## src/rtl/lcd_pkg.sv

```systemverilog
// Shared constants for the 16x2 text-LCD path.
// Holds display geometry, the fill character, host command codes and the
// frame-buffer FSM state encoding. Imported by the buffer, its RAM and the
// LCD controller so all of them agree on geometry.
package lcd_pkg;

    localparam int unsigned COLS   = 16;
    localparam int unsigned ROWS   = 2;
    localparam int unsigned DEPTH  = COLS * ROWS;
    localparam int unsigned ADDR_W = 5;

    localparam logic [7:0] BLANK = 8'h20;

    typedef enum logic [1:0] {
        CMD_CHAR      = 2'b00,
        CMD_NEWLINE   = 2'b01,
        CMD_CLEAR     = 2'b10,
        CMD_BACKSPACE = 2'b11
    } cmd_e;

    typedef enum logic {
        ST_CLEAR = 1'b0,
        ST_IDLE  = 1'b1
    } state_e;

endpackage

```

## src/rtl/lcd_char_ram.sv

```systemverilog
// 32x8 character RAM holding the display image.
// Ports:
//   lcdclk, resetn        clock / async active-low reset (read register only)
//   we, waddr, wdata      synchronous write port
//   raddr, rdata          registered read port, 1-cycle latency
// A read and write to the same address in one cycle returns the old data.
module lcd_char_ram
    import lcd_pkg::*;
(
    input  logic              lcdclk,
    input  logic              resetn,
    input  logic              we,
    input  logic [ADDR_W-1:0] waddr,
    input  logic [7:0]        wdata,
    input  logic [ADDR_W-1:0] raddr,
    output logic [7:0]        rdata
);

    logic [7:0] mem_q [DEPTH];
    logic [7:0] rdata_d;
    logic [7:0] rdata_q;

    // Read from the pre-edge array contents, which gives old-data on collision.
    always_comb begin
        rdata_d = mem_q[raddr];
    end

    always_ff @(posedge lcdclk) begin
        if (we) begin
            mem_q[waddr] <= wdata;
        end
    end

    always_ff @(posedge lcdclk or negedge resetn) begin
        if (!resetn) begin
            rdata_q <= '0;
        end else begin
            rdata_q <= rdata_d;
        end
    end

    assign rdata = rdata_q;

endmodule

```

## src/rtl/lcd_text_buffer.sv

```systemverilog
// Character frame buffer feeding the 16x2 text-LCD controller.
// Ports:
//   lcdclk, resetn            clock / async active-low reset
//   wr_valid/wr_ready         host command handshake
//   wr_cmd, wr_char           command (char/newline/clear/backspace) and code
//   rd_addr, rd_data          controller read port, registered, 1-cycle latency
//   refresh_req/refresh_ack   image-changed flag and its acknowledge
//   cursor_row, cursor_col    current cursor position
//   busy                      clear sweep in progress
module lcd_text_buffer
    import lcd_pkg::*;
(
    input  logic              lcdclk,
    input  logic              resetn,
    input  logic              wr_valid,
    output logic              wr_ready,
    input  logic [1:0]        wr_cmd,
    input  logic [7:0]        wr_char,
    input  logic [ADDR_W-1:0] rd_addr,
    output logic [7:0]        rd_data,
    output logic              refresh_req,
    input  logic              refresh_ack,
    output logic              cursor_row,
    output logic [3:0]        cursor_col,
    output logic              busy
);

    localparam logic [ADDR_W-1:0] LAST_ADDR = ADDR_W'(DEPTH - 1);

    state_e            state_q, state_d;
    logic [ADDR_W-1:0] idx_q, idx_d;
    logic [ADDR_W-1:0] cursor_q, cursor_d;   // {row, col}
    logic              refresh_q, refresh_d;

    cmd_e              cmd;
    logic              accept;
    logic              change;
    logic              ram_we;
    logic [ADDR_W-1:0] ram_waddr;
    logic [7:0]        ram_wdata;

    assign cmd    = cmd_e'(wr_cmd);
    assign accept = wr_valid && wr_ready;

    // State register
    always_ff @(posedge lcdclk or negedge resetn) begin
        if (!resetn) begin
            state_q <= ST_CLEAR;
        end else begin
            state_q <= state_d;
        end
    end

    // Next-state logic
    always_comb begin
        state_d = state_q;
        unique case (state_q)
            ST_CLEAR: if (idx_q == LAST_ADDR)             state_d = ST_IDLE;
            ST_IDLE:  if (accept && (cmd == CMD_CLEAR))   state_d = ST_CLEAR;
            default:                                      state_d = ST_CLEAR;
        endcase
    end

    // FSM outputs
    always_comb begin
        wr_ready = (state_q == ST_IDLE);
        busy     = (state_q == ST_CLEAR);
    end

    // Datapath: sweep index, cursor, RAM write port, change detect.
    // The cursor is kept as a flat 5-bit address so that +1 / -1 give the
    // row rollover and the (1,15)<->(0,0) wrap without extra compares.
    always_comb begin
        idx_d     = '0;
        cursor_d  = cursor_q;
        ram_we    = 1'b0;
        ram_waddr = cursor_q;
        ram_wdata = BLANK;
        change    = 1'b0;

        if (state_q == ST_CLEAR) begin
            ram_we    = 1'b1;
            ram_waddr = idx_q;
            idx_d     = idx_q + 1'b1;
            if (idx_q == LAST_ADDR) begin
                cursor_d = '0;
                change   = 1'b1;
            end
        end else if (accept) begin
            case (cmd)
                CMD_CHAR: begin
                    ram_we    = 1'b1;
                    ram_wdata = wr_char;
                    cursor_d  = cursor_q + 1'b1;
                    change    = 1'b1;
                end
                CMD_NEWLINE: begin
                    cursor_d = {~cursor_q[ADDR_W-1], {(ADDR_W-1){1'b0}}};
                end
                CMD_CLEAR: begin
                    idx_d = '0;
                end
                CMD_BACKSPACE: begin
                    if (cursor_q != '0) begin
                        cursor_d  = cursor_q - 1'b1;
                        ram_we    = 1'b1;
                        ram_waddr = cursor_q - 1'b1;
                        change    = 1'b1;
                    end
                end
            endcase
        end

        // A content change in the same cycle as an ack keeps the request up.
        if (change) begin
            refresh_d = 1'b1;
        end else if (refresh_ack) begin
            refresh_d = 1'b0;
        end else begin
            refresh_d = refresh_q;
        end
    end

    always_ff @(posedge lcdclk or negedge resetn) begin
        if (!resetn) begin
            idx_q     <= '0;
            cursor_q  <= '0;
            refresh_q <= 1'b0;
        end else begin
            idx_q     <= idx_d;
            cursor_q  <= cursor_d;
            refresh_q <= refresh_d;
        end
    end

    assign refresh_req = refresh_q;
    assign cursor_row  = cursor_q[ADDR_W-1];
    assign cursor_col  = cursor_q[ADDR_W-2:0];

    lcd_char_ram u_ram (
        .lcdclk (lcdclk),
        .resetn (resetn),
        .we     (ram_we),
        .waddr  (ram_waddr),
        .wdata  (ram_wdata),
        .raddr  (rd_addr),
        .rdata  (rd_data)
    );

endmodule
```

## config.mk

```make
export PLATFORM = sky130hd
export DESIGN_NAME = lcd_text_buffer
export DESIGN_NICKNAME = d
export VERILOG_FILES = /design/src/rtl/lcd_pkg.sv /design/src/rtl/lcd_char_ram.sv /design/src/rtl/lcd_text_buffer.sv
export SDC_FILE = /design/constraint.sdc
export NUM_CORES = 1
export LEC_CHECK = 0
export BUFFER_PORTS_ARGS = -buffer_cell sky130_fd_sc_hd__clkbuf_2
export CELL_PAD_IN_SITES_DETAIL_PLACEMENT = 0
export CELL_PAD_IN_SITES_GLOBAL_PLACEMENT = 2
export CORE_MARGIN = 5
export CORE_UTILIZATION = 42
export CTS_CLUSTER_DIAMETER = 50
export DETAILED_ROUTE_END_ITERATION = 8
export PLACE_DENSITY = 0.83
export RECOVER_POWER = 50
export SLEW_MARGIN = 40
export SYNTH_ARGS = -nofsm -noshare
export SYNTH_HDL_FRONTEND = slang
export SYNTH_SLANG_ARGS = --single-unit
```

## constraint.sdc

```tcl
create_clock -name lcdclk -period 3.4 [get_ports lcdclk]
set_input_delay 0.68 -clock lcdclk [delete_from_list [all_inputs] [get_ports lcdclk]]
set_output_delay 0.68 -clock lcdclk [all_outputs]
set_load 0.01 [all_outputs]
```

* Yosys cells after proc, flatten, opt, wreduce, memory -nomap -nowiden
Memory sizes are Yosys's and may differ from the RTL's. A register that Yosys moved wholly into a read port is not among the register bits.
Index checks and enable logic that the tools add are counted.
** Operators by class
- Multiplexer cells :: 24
- Add/sub/neg operators :: 3
- Bitwise gates (word level) :: 2
- Reduce and logical (&&, ||, !) cells :: 8
- Equal/unequal tests :: 6
** Operator list (number)
- $mux W5 :: 8
- $mux W8 :: 3
- $pmux W5 S3 :: 1
- $add A5 B1 Y5 const B :: 2
- $mux W1 :: 10
- $eq A5 B5 Y1 const B :: 1
- $reduce_bool A5 Y1 :: 1
- $sub A5 B1 Y5 const B :: 1
- $eq A2 B2 Y1 const B :: 2
- $ne A4 B1 Y1 const B :: 1
- $pmux W1 S2 :: 2
- $reduce_bool A2 Y1 :: 2
- $reduce_and A3 Y1 :: 1
- $eq A2 B1 Y1 const B :: 1
- $logic_and A1 B1 Y1 :: 2
- $logic_not A2 Y1 :: 1
- $ne A2 B1 Y1 const B :: 1
- $not A1 Y1 :: 2
- $logic_not A1 Y1 :: 1
** Word-level totals
- Memories kept :: 1
- Input bits :: 19
- Output and inout port bits :: 16
- Word-level logic and storage cells :: 48
- Memory bits (writable) :: 256
- Register bits after elaboration :: 12
** Memories
- u_ram.mem_q :: words 32, bits a word 8, read ports 1, clocked after memory_dff 1, wr ports 1, RTL line lcd_char_ram.sv:19 : logic [7:0] mem_q [DEPTH];

* Depth between registers and ports, before layout
Gate-level depths: netlist (run 1).
- Depth in word-level cells :: 7
- Depth in mapped cells :: 10
- Mapped depth without buffers :: 7

* Cells and area by module
A second synthesis (run 1) with hierarchy kept.
** Unflattened totals
- Cells, all modules :: 535
- Area, all modules :: 11094.4 um^2
** By module, submodules not included
- lcd_char_ram :: area each 10093.4 um^2, sequential area each 7887.6 um^2, cells each 417, times used 1
- lcd_text_buffer :: area each 1001.0 um^2, sequential area each 300.3 um^2, cells each 118, times used 1

* Worst setup path before layout (run 1)
OpenSTA, ideal clock, no wires.
- Path type :: flip-flop to flip-flop
- From :: register cursor_q[0]
- To :: memory u_ram.mem_q[0][0], enable pin
- Required time :: 3005 ps
- Path buffers :: 4
- Stages on the path, launching flop included :: 11
- Setup time :: 395 ps
- Clock period less this slack :: 3667 ps
- Slack :: -267 ps
- Arrival :: 3272 ps
- Cells stage by stage :: dfrtp_1 > clkbuf_1 > inv_1 > ha_1 > buf_2 > or4b_1 > buf_6 > a221o_1 > or2_1 > buf_6 > nor4_1
** Between the ends
- Word-level cells in the longest chain between the ends :: 7
- Elaborated cells between the ends (all ways) :: 12
- Classes of those cells :: add/sub: 1; mux: 10; reduce/logical: 1
** Ends and longest elaborated chain
- from (decl) :: RTL line lcd_text_buffer.sv:32 : logic [ADDR_W-1:0] cursor_q, cursor_d;
- from (signal assigned) :: RTL line lcd_text_buffer.sv:131 : cursor_q <= cursor_d;
- parallel branches: the longest is 7 deep, another holds $sub A5 B1 Y5
- to (decl) :: RTL line lcd_char_ram.sv:19
Several ways; the timed one is not identified.

* Worst setup path after layout (run 1)
- From :: register cursor_q[1]
- To :: memory u_ram.mem_q[29][1], enable pin
Same word-level chain as after synthesis.

==> results.cfg, run 1 <==
[final_layout]
layout-drive-gt1-share = 0.184
nets = 840
layout_commonest_cell = edfxtp_1
antenna_cells = 0
nFillCells = 2213
fin_cells = 1179
fin_util = 0.502
area.growth.synth_to_final_pct = 17.6
final_cell_mix = edfxtp_1 (256), mux2i_1 (132), a22oi_1 (66), buf_4 (49), a21oi_1 (37)

[global_route]
grt-ovfl-total = 0
grt_pass1_vias = 6700
grt_max_degree = 37
grt_pass1_wl_um = 40900
antenna_found_initial = 0
grt_usage = 0.175

[cts]
clock_sinks = 276
root_buffer = clkbuf_16
cts_setup_buffers = 0
htreeDepth = 1
clk_path_buf_depth = 3
clk_latency_ns = 0.56
cts.clk_slew.worst_paths_ns = 0.06
cts_resized = 0
cts_tree = built
cts_buffers = 31
postCtsHoldBufs = 0

[synth]
synth.distinct_cells = 51
synth-edff-count = 256
synth_nets = 759
synth_warnings = 0
syn_area_per_cell_um2 = 15.7
ys_ff_latch = 276
async_reset_ff_frac = 0.0725
ys_seq_area_frac = 0.711
synthesis.area_um2 = 11500
synth_top_area_frac = 0.668
synth_ff_type = edfxtp_1
synthTopCellsByArea = edfxtp_1 (67%), mux2i_1 (11%), dfrtp_1 (4.3%)
syn_inst = 732
synth_top_cell_by_area = edfxtp_1

[routing]
vias_per_cell = 5.71
drc = 0
wl_um = 27500
vias = 6736
final_antenna_net_count = 0
drtIter0Drc = 535
wl_per_cell_um = 23.3
drtPass1Iterations = 5

[run_status]
run_status = complete, no violations

[die]
row_count = 60
fp.coreArea_um2 = 27000
die_width_um = 176
die_y_um = 176
die-area_um2 = 30800
ios = 35
initial_core_util = 0.427

[critical_path]
start_kind = flip-flop
cp-end-kind = flip-flop
arrival_ns = 3.41
cp_data_required_time_ns = 3.71
worstSetupPathType = reg -> reg
critical_path_peak_fanout = 8

[sta]
worst_pin_slew_ns = 1.42
skew_ns = 0.0279
slew-limit-headroom = 0.0519
setup_viol = 0
finalCritPeriodShare = 0.910
finalHoldViolCount = 0
whs_ns = 0.427
slew_violations = 0
rsz0062_at_grt = no
period_minus_slack_ns = 3.10
fin_setup_tns_ns = 0
max_freq_ghz = 0.323
setup_slack_ns = 0.304

[placement]
detailed_place_hpwl_um = 17800
port_buffers = 34
dp_cells = 1121
place_ws_ns = 0.120
gp_congestion = 0.813

[min_path]
hold_class = in -> reg

[power]
p_leak_nw = 4.89
pwr_density_cell_nw_per_um2 = 677
vdd_drop_max_v = 0.000421

[job]
max_cap_viol_count = 0
-- sequential cells by signal (all words and copies together), names as in the netlist --
| register | flops |
|---|---|
| cursor_q | 5 |
| idx_q | 5 |
| refresh_req | 1 |
| u_ram.mem_q | 256 |
| u_ram.rdata | 8 |
| wr_ready | 1 |
-- cell families after synthesis --
logic type | share of synthesized area
AO/OA/AOI/OAI | 0.0836
XOR/XNOR | 0.00456
adder cells (fa/ha/maj) | 0.00870
buffers and inverters | 0.0215
flip-flops | 0.711
multiplexers | 0.115
AND/OR/NAND/NOR | 0.0556
-- Yosys cell counts, drive strengths merged (2+ instances only) --
cell and number:
edfxtp 256, mux2i 132, a22oi 66, a21oi 37
nor4 33, clkbuf 31, buf 20, dfrtp 20
nand2 12, nor3 11, and2 10, nor2 10
nor2b 10, o21ai 9, ha 8, inv 7
nand2b 6, nand3 5, a31oi 4, and3 4
or2 4, xnor2 4, a31o 3, o221ai 3
a211oi 2, a22o 2, o21a 2, o311ai 2
xor2 2
-- final cells by class --
| cell class | instances | area [um2] | area share |
|---|---|---|---|
| clock inverter | 21 | 275 | 0.0203 |
| inverter | 7 | 26.3 | 0.00194 |
| tap | 341 | 427 | 0.0315 |
| multi-input combinational | 398 | 3190 | 0.236 |
| clock buffer | 37 | 808 | 0.0597 |
| sequential | 276 | 8190 | 0.605 |
| timing repair buffer | 99 | 626 | 0.0462 |
-- per-layer routing --
metal  track usage  vias to the layer above  routed length (um)
met1         0.242                     3355               11800
met2         0.287                      256               13100
met4        0.0458                        0                 705
met5             0                        -                   0
li1              -                     3082                   -
met3        0.0323                       43                1910
-- path summary, 6_finish.rpt --
check	startpoint	to	slack [ns]	cells after the start
setup / recovery	cursor_q[1]$_DFFE_PN0P_	u_ram.mem_q[29][1]$_DFFE_PP_	0.30	8
hold / removal	refresh_ack	refresh_req$_DFFE_PN0P_	0.43	2
setup reg to reg	cursor_q[1]$_DFFE_PN0P_	u_ram.mem_q[29][1]$_DFFE_PP_	0.30	8
hold reg to reg	idx_q[0]$_DFF_PN0_	idx_q[0]$_DFF_PN0_	0.50	1
max in group asynchronous	resetn	cursor_q[0]$_DFFE_PN0P_	2.11	1
min in group asynchronous	resetn	u_ram.rdata[5]$_DFF_PN0_	0.45	1
-- per-stage QoR --
stage	power (mW)	area [um2]
after floorplan	5.16	11600
after global placement	5.72	12500
after detailed placement	5.78	12500
after CTS	9.22	13600
after global routing	9.52	13500
final	9.17	13500
-- power by group --
part | total (mW) | switching (mW) | internal, mW
Combinational | 1.59 | 1.04 | 0.554
Clock | 3.45 | 1.29 | 2.16
Sequential | 4.12 | 0.128 | 4.00
Total | 9.17 | 2.46 | 6.71
-- critical path, stage by stage, from the launching register on --
cell,delay (ns)
dfrtp_1,0.37
inv_1,0.10
ha_1,0.27
or4b_1,0.53
clkbuf_1,0.23
and3_1,0.24
o311ai_2,0.67
nor3_1,0.21
buf_4,0.23
No activity file was read; power rests on OpenSTA's default activity.
==> run 2: changes to the inputs <==
CORE_MARGIN = 1.5   (was 5)
==> results.cfg, run 2 (same netlist as run 1, synthesis figures left out) <==
[routing]
final_antenna_net_count = 0
wl_per_cell_um = 23.0
drtIter0Drc = 661
wl_um = 27200
vias_per_cell = 5.69
vias = 6726
drtPass1Iterations = 7
drc = 0

[final_layout]
fin_cells = 1182
largest_register = u_ram.mem_q
nets = 843
final_cell_mix = edfxtp_1 (256), mux2i_1 (132), a22oi_1 (66), buf_4 (51), a21oi_1 (37)
nFillCells = 2218
antenna_cells = 0
layout-drive-gt1-share = 0.184
regArea_um2 = 8190
multi_input_area_um2 = 3180
largest_reg_flops = 256
area.growth.synth_to_final_pct = 17.7
layout_commonest_cell = edfxtp_1

[cts]
clk_path_buf_depth = 3
cts_setup_buffers = 0
cts.clk_slew.worst_paths_ns = 0.06
postCtsHoldBufs = 0
cts_tree = built
htreeDepth = 2
cts_resized = 0
clock_sinks = 276
root_buffer = clkbuf_16
cts_buffers = 34
clk_latency_ns = 0.51

[die]
fp.coreArea_um2 = 27000
die_width_um = 169
row_count = 60
initial_core_util = 0.427
die-area_um2 = 28400
ios = 35
die_y_um = 169

[sta]
rsz0062_at_grt = no
slew-limit-headroom = 0.0926
slew_violations = 0
finalHoldViolCount = 0
skew_ns = 0.0176
max_freq_ghz = 0.323
setup_viol = 0
finalCritPeriodShare = 0.909
worst_pin_slew_ns = 1.36
period_minus_slack_ns = 3.09
fin_setup_tns_ns = 0

[global_route]
grt_pass1_wl_um = 40700
grt_max_degree = 41
antenna_found_initial = 0
grt-ovfl-total = 0
grt_usage = 0.195
grt_pass1_vias = 6646

[critical_path]
cp_data_required_time_ns = 3.66
cp-end-kind = flip-flop
cpMostUsedCell = buf_4
slowest_delay_ns = 0.62
slowest_stage = nor2_2
start_kind = flip-flop
critical_path_peak_fanout = 9
worstSetupPathType = reg -> reg
arrival_ns = 3.35
worstPathCellList = inv_1 -> ha_1 -> or4b_1 -> a221o_1 -> nor2_2 -> buf_4 -> nor4_1 -> buf_4

[job]
max_cap_viol_count = 0

[power]
pwr_density_cell_nw_per_um2 = 678
p_leak_nw = 4.90
vdd_drop_max_v = 0.000397
finalPower_mw = 9.18

[placement]
detailed_place_hpwl_um = 17300
dp_cells = 1121
port_buffers = 34
gp_congestion = 0.839

[min_path]
hold_class = in -> reg

[run_status]
run_status = complete, no violations
## run 2: cell types whose count changed in the layout (fill, tap and decap cells not counted), moves of 2 or more
cell       previous run  this run
buf_4                49        51
bufinv_16             6         3
clkbuf_1             23        21
clkbuf_16            31        35
clkinv_1              3         6
inv_8                 0         2
## run 2: area by class of cell
class,count,area share
multi-input combinational,398,0.235
inverter,7,0.00194
tap,341,0.0315
clock buffer,40,0.0660
clock inverter,21,0.0152
timing repair buffer,99,0.0458
sequential,276,0.604
## run 2: routing by layer
layer | wire (um) | track usage | up-vias | share of wire
met4 | 713 | 0.0675 | 0 | 0.026
met3 | 1710 | 0.0376 | 51 | 0.063
met2 | 12700 | 0.305 | 224 | 0.47
met5 | 0 | 0 | - | 0
li1 | - | - | 3096 | -
met1 | 12100 | 0.273 | 3355 | 0.45
## run 2: worst paths after layout
check                                   startpoint                     endpoint  cells past startpoint  slack (ns)
max                        cursor_q[1]$_DFFE_PN0P_  u_ram.mem_q[2][3]$_DFFE_PP_                      8        0.31
min in group asynchronous                   resetn      refresh_req$_DFFE_PN0P_                      1        0.48
max in group asynchronous                   resetn     u_ram.rdata[2]$_DFF_PN0_                      1        2.12
min reg2reg                     idx_q[0]$_DFF_PN0_           idx_q[0]$_DFF_PN0_                      1        0.48
max reg2reg                cursor_q[1]$_DFFE_PN0P_  u_ram.mem_q[2][3]$_DFFE_PP_                      8        0.31
min                                    refresh_ack      refresh_req$_DFFE_PN0P_                      2        0.42
## run 2: power breakdown
part	leakage (nW)	switching, mW	internal [mW]
registers	2.61	0.116	4.00
clock network	0.539	1.36	2.13
logic	1.75	1.03	0.552
## run 2: per-stage QoR
step / setup WS [ns] / util / area [um2] / hold slack [ns]
3_5_place_dp: 0.247 / 0.464 / 12500 / 0.480
6_report: 0.309 / 0.503 / 13500 / 0.420
2_1_floorplan: -0.267 / - / 11600 / 0.384
3_3_place_gp: 0.221 / 0.463 / 12500 / 0.477
4_1_cts: 0.314 / 0.505 / 13600 / 0.190
5_1_grt: 0.142 / 0.503 / 13500 / 0.428
## run 2: critical path: cells and delay by family (launching register included)
kind            cells  cell delay [ns]
compound gates      1             0.38
fa+ha+maj           1             0.25
buf+inv             3             0.56
simple gates        3             1.26
flops               1             0.38
==> run 3: changes to the inputs <==
ABC_AREA = 1   (was unset)
CORE_UTILIZATION = 38   (was 42)
CTS_BUF_LIST = sky130_fd_sc_hd__clkbuf_16   (was unset)
PLACE_DENSITY = 0.82   (was 0.83)
==> results.cfg, run 3 <==
[sta]
fin_setup_tns_ns = 0
skew_ns = 0.0164
period_minus_slack_ns = 2.80
worst_pin_slew_ns = 1.61
setup_viol = 0
rsz0062_at_grt = no
slew_violations = 65
slew-limit-headroom = -0.0758
finalCritPeriodShare = 0.824
finalHoldViolCount = 0
max_freq_ghz = 0.357

[run_status]
run_status = finished with violations
violations = max-capacitance violations, max-slew violations

[synth]
synthXorXnorAreaFrac = 0.000746
synth_warnings = 0
synthesis.area_um2 = 11700
yosysMostFrequentCell = nand2_1
synthMuxAreaShare = 0
async_reset_ff_frac = 0.0725
ys_seq_area_frac = 0.698
ys_ff_latch = 276
synth_top_area_frac = 0.655
yosys-top-cells-count = nand2_1 (354), edfxtp_1 (256), nand3_1 (213), nor2_1 (49), buf_2 (32)
synth_top_cell_by_area = edfxtp_1
synth-simple-area-share = 0.239
syn_inst = 1053
syn_area_per_cell_um2 = 11.1
synth.distinct_cells = 33
synthTopCellsByArea = edfxtp_1 (66%), nand2_1 (11%), nand3_1 (9.1%)
synth_fa_ha_area_frac = 0.00853
synth_top_family_by_area = simple AND/OR/NAND/NOR gates
synth_nets = 1080
synth-compound-area-share = 0.0216
synth-edff-count = 256
synth_ff_type = edfxtp_1

[die]
fp.coreArea_um2 = 30500
die-area_um2 = 31900
die_width_um = 179
row_count = 64
die_y_um = 179
ios = 35
initial_core_util = 0.385

[routing]
drtIter0Drc = 621
drtPass1Iterations = 5
met1_length_um = 12800
top_layer = met4
wl_per_cell_um = 19.0
met3_length_um = 1490
vias = 7709
vias_per_cell = 5.07
final_antenna_net_count = 0
wl_um = 29000
drc = 0
route.met2.wl_um = 14100

[critical_path]
cp-end-kind = flip-flop
critical_path_peak_fanout = 16
arrival_ns = 2.98
start_kind = flip-flop
worstSetupPathType = reg -> reg
cp_data_required_time_ns = 3.58
timing.rr.start = wr_ready$_DFF_PN0_
r2r_cells = 8
rrSetupSlack_ns = 0.60
r2r_end = u_ram.mem_q[6][2]$_DFFE_PP_

[power]
pwr_density_cell_nw_per_um2 = 735
finalPower_mw = 9.95
p_leak_nw = 5.08
vdd_drop_max_v = 0.000397

[final_layout]
largest_register = u_ram.mem_q
layout-drive-gt1-share = 0.117
nets = 1131
nFillCells = 2837
final_cell_mix = nand2_1 (355), edfxtp_1 (256), nand3_1 (213), nor2_1 (44), clkbuf_16 (31)
layout_commonest_cell = nand2_1
area.growth.synth_to_final_pct = 15.4
antenna_cells = 0
largest_reg_flops = 256

[global_route]
grt_max_degree = 129
grt-ovfl-total = 0
antenna_found_initial = 0
grt_usage = 0.187
grt_pass1_wl_um = 44600
grt_pass1_vias = 7613

[cts]
cts.clk_slew.worst_paths_ns = 0.06
cts_tree = built
clk_latency_ns = 0.55
cts_buffers = 30
root_buffer = clkbuf_16
postCtsHoldBufs = 0
cts_resized = 0
clock_sinks = 276
htreeDepth = 1
cts_setup_buffers = 0
clk_path_buf_depth = 3

[min_path]
hold_class = in -> reg
whs_endpoint = refresh_req$_DFFE_PN0P_
hp-start = refresh_ack
min_path_cells = 2

[job]
max_cap_viol_count = 1

[placement]
gp_congestion = 0.818
port_buffers = 34
detailed_place_hpwl_um = 17400
==> run 3: logic make-up (layout without fill, tap and decap cells) <==
kind of cell,after synthesis,count (layout)
AO/OA/AOI/OAI,41,41
XOR/XNOR,1,1
flip-flops,276,276
buffers and inverters,87,160
AND/OR/NAND/NOR,640,640
adder cells (fa/ha/maj),8,8
==> run 3: layout make-up <==
type | count | area, um2 | area share
clock inverters | 23 | 293 | 0.0216
multi-input cells | 690 | 3180 | 0.235
flip-flops and latches | 276 | 8190 | 0.605
repair buffers | 74 | 484 | 0.0358
clock buffers | 31 | 776 | 0.0573
well taps | 396 | 495 | 0.0366
inverters | 32 | 124 | 0.00915
==> run 3: power by group <==
| part | internal, mW | switching, mW | leakage, nW |
|---|---|---|---|
| registers | 4.33 | 0.231 | 2.51 |
| logic | 0.554 | 1.36 | 2.03 |
| clock network | 2.18 | 1.30 | 0.539 |
| total | 7.06 | 2.89 | 5.08 |
==> run 3: layer usage <==
layer,up-vias,global-route usage
li1,3754,-
met1,3679,0.256
met2,228,0.313
met3,48,0.0254
met4,0,0.0493
met5,-,0
==> run 3: worst max path at each step <==
stage                                         to  slack [ns]          startpoint
global route        u_ram.mem_q[15][7]$_DFFE_PP_        0.28  wr_ready$_DFF_PN0_
global placement     u_ram.mem_q[6][2]$_DFFE_PP_        0.49           wr_cmd[0]
finish               u_ram.mem_q[6][2]$_DFFE_PP_        0.60  wr_ready$_DFF_PN0_
detailed placement  u_ram.mem_q[15][2]$_DFFE_PP_        0.44           wr_cmd[0]
CTS                 u_ram.mem_q[15][3]$_DFFE_PP_        0.62  wr_ready$_DFF_PN0_
floorplan           u_ram.mem_q[13][0]$_DFFE_PP_        0.98           wr_cmd[0]
==> run 3: worst max-delay path: stages (launching register included) <==
cell and delay, ns:
dfrtp_1 0.76, nand2_1 0.41, inv_1 0.17, nand2_1 0.09, nand2_1 0.09, nand2_2 0.08
nand2_4 0.13, nand3_4 0.13, nor2_1 0.58
==> run 3: through the flow <==
step	worst slack, ns	hold slack [ns]	util	instance area (um2)	std cells
2_1_floorplan	0.977	0.384	-	11700	1053
3_3_place_gp	0.485	0.495	0.410	12500	1468
3_5_place_dp	0.438	0.489	0.410	12500	1468
4_1_cts	0.620	0.157	0.445	13600	1522
5_1_grt	0.276	0.377	0.444	13500	1522
6_report	0.597	0.374	0.444	13500	1522
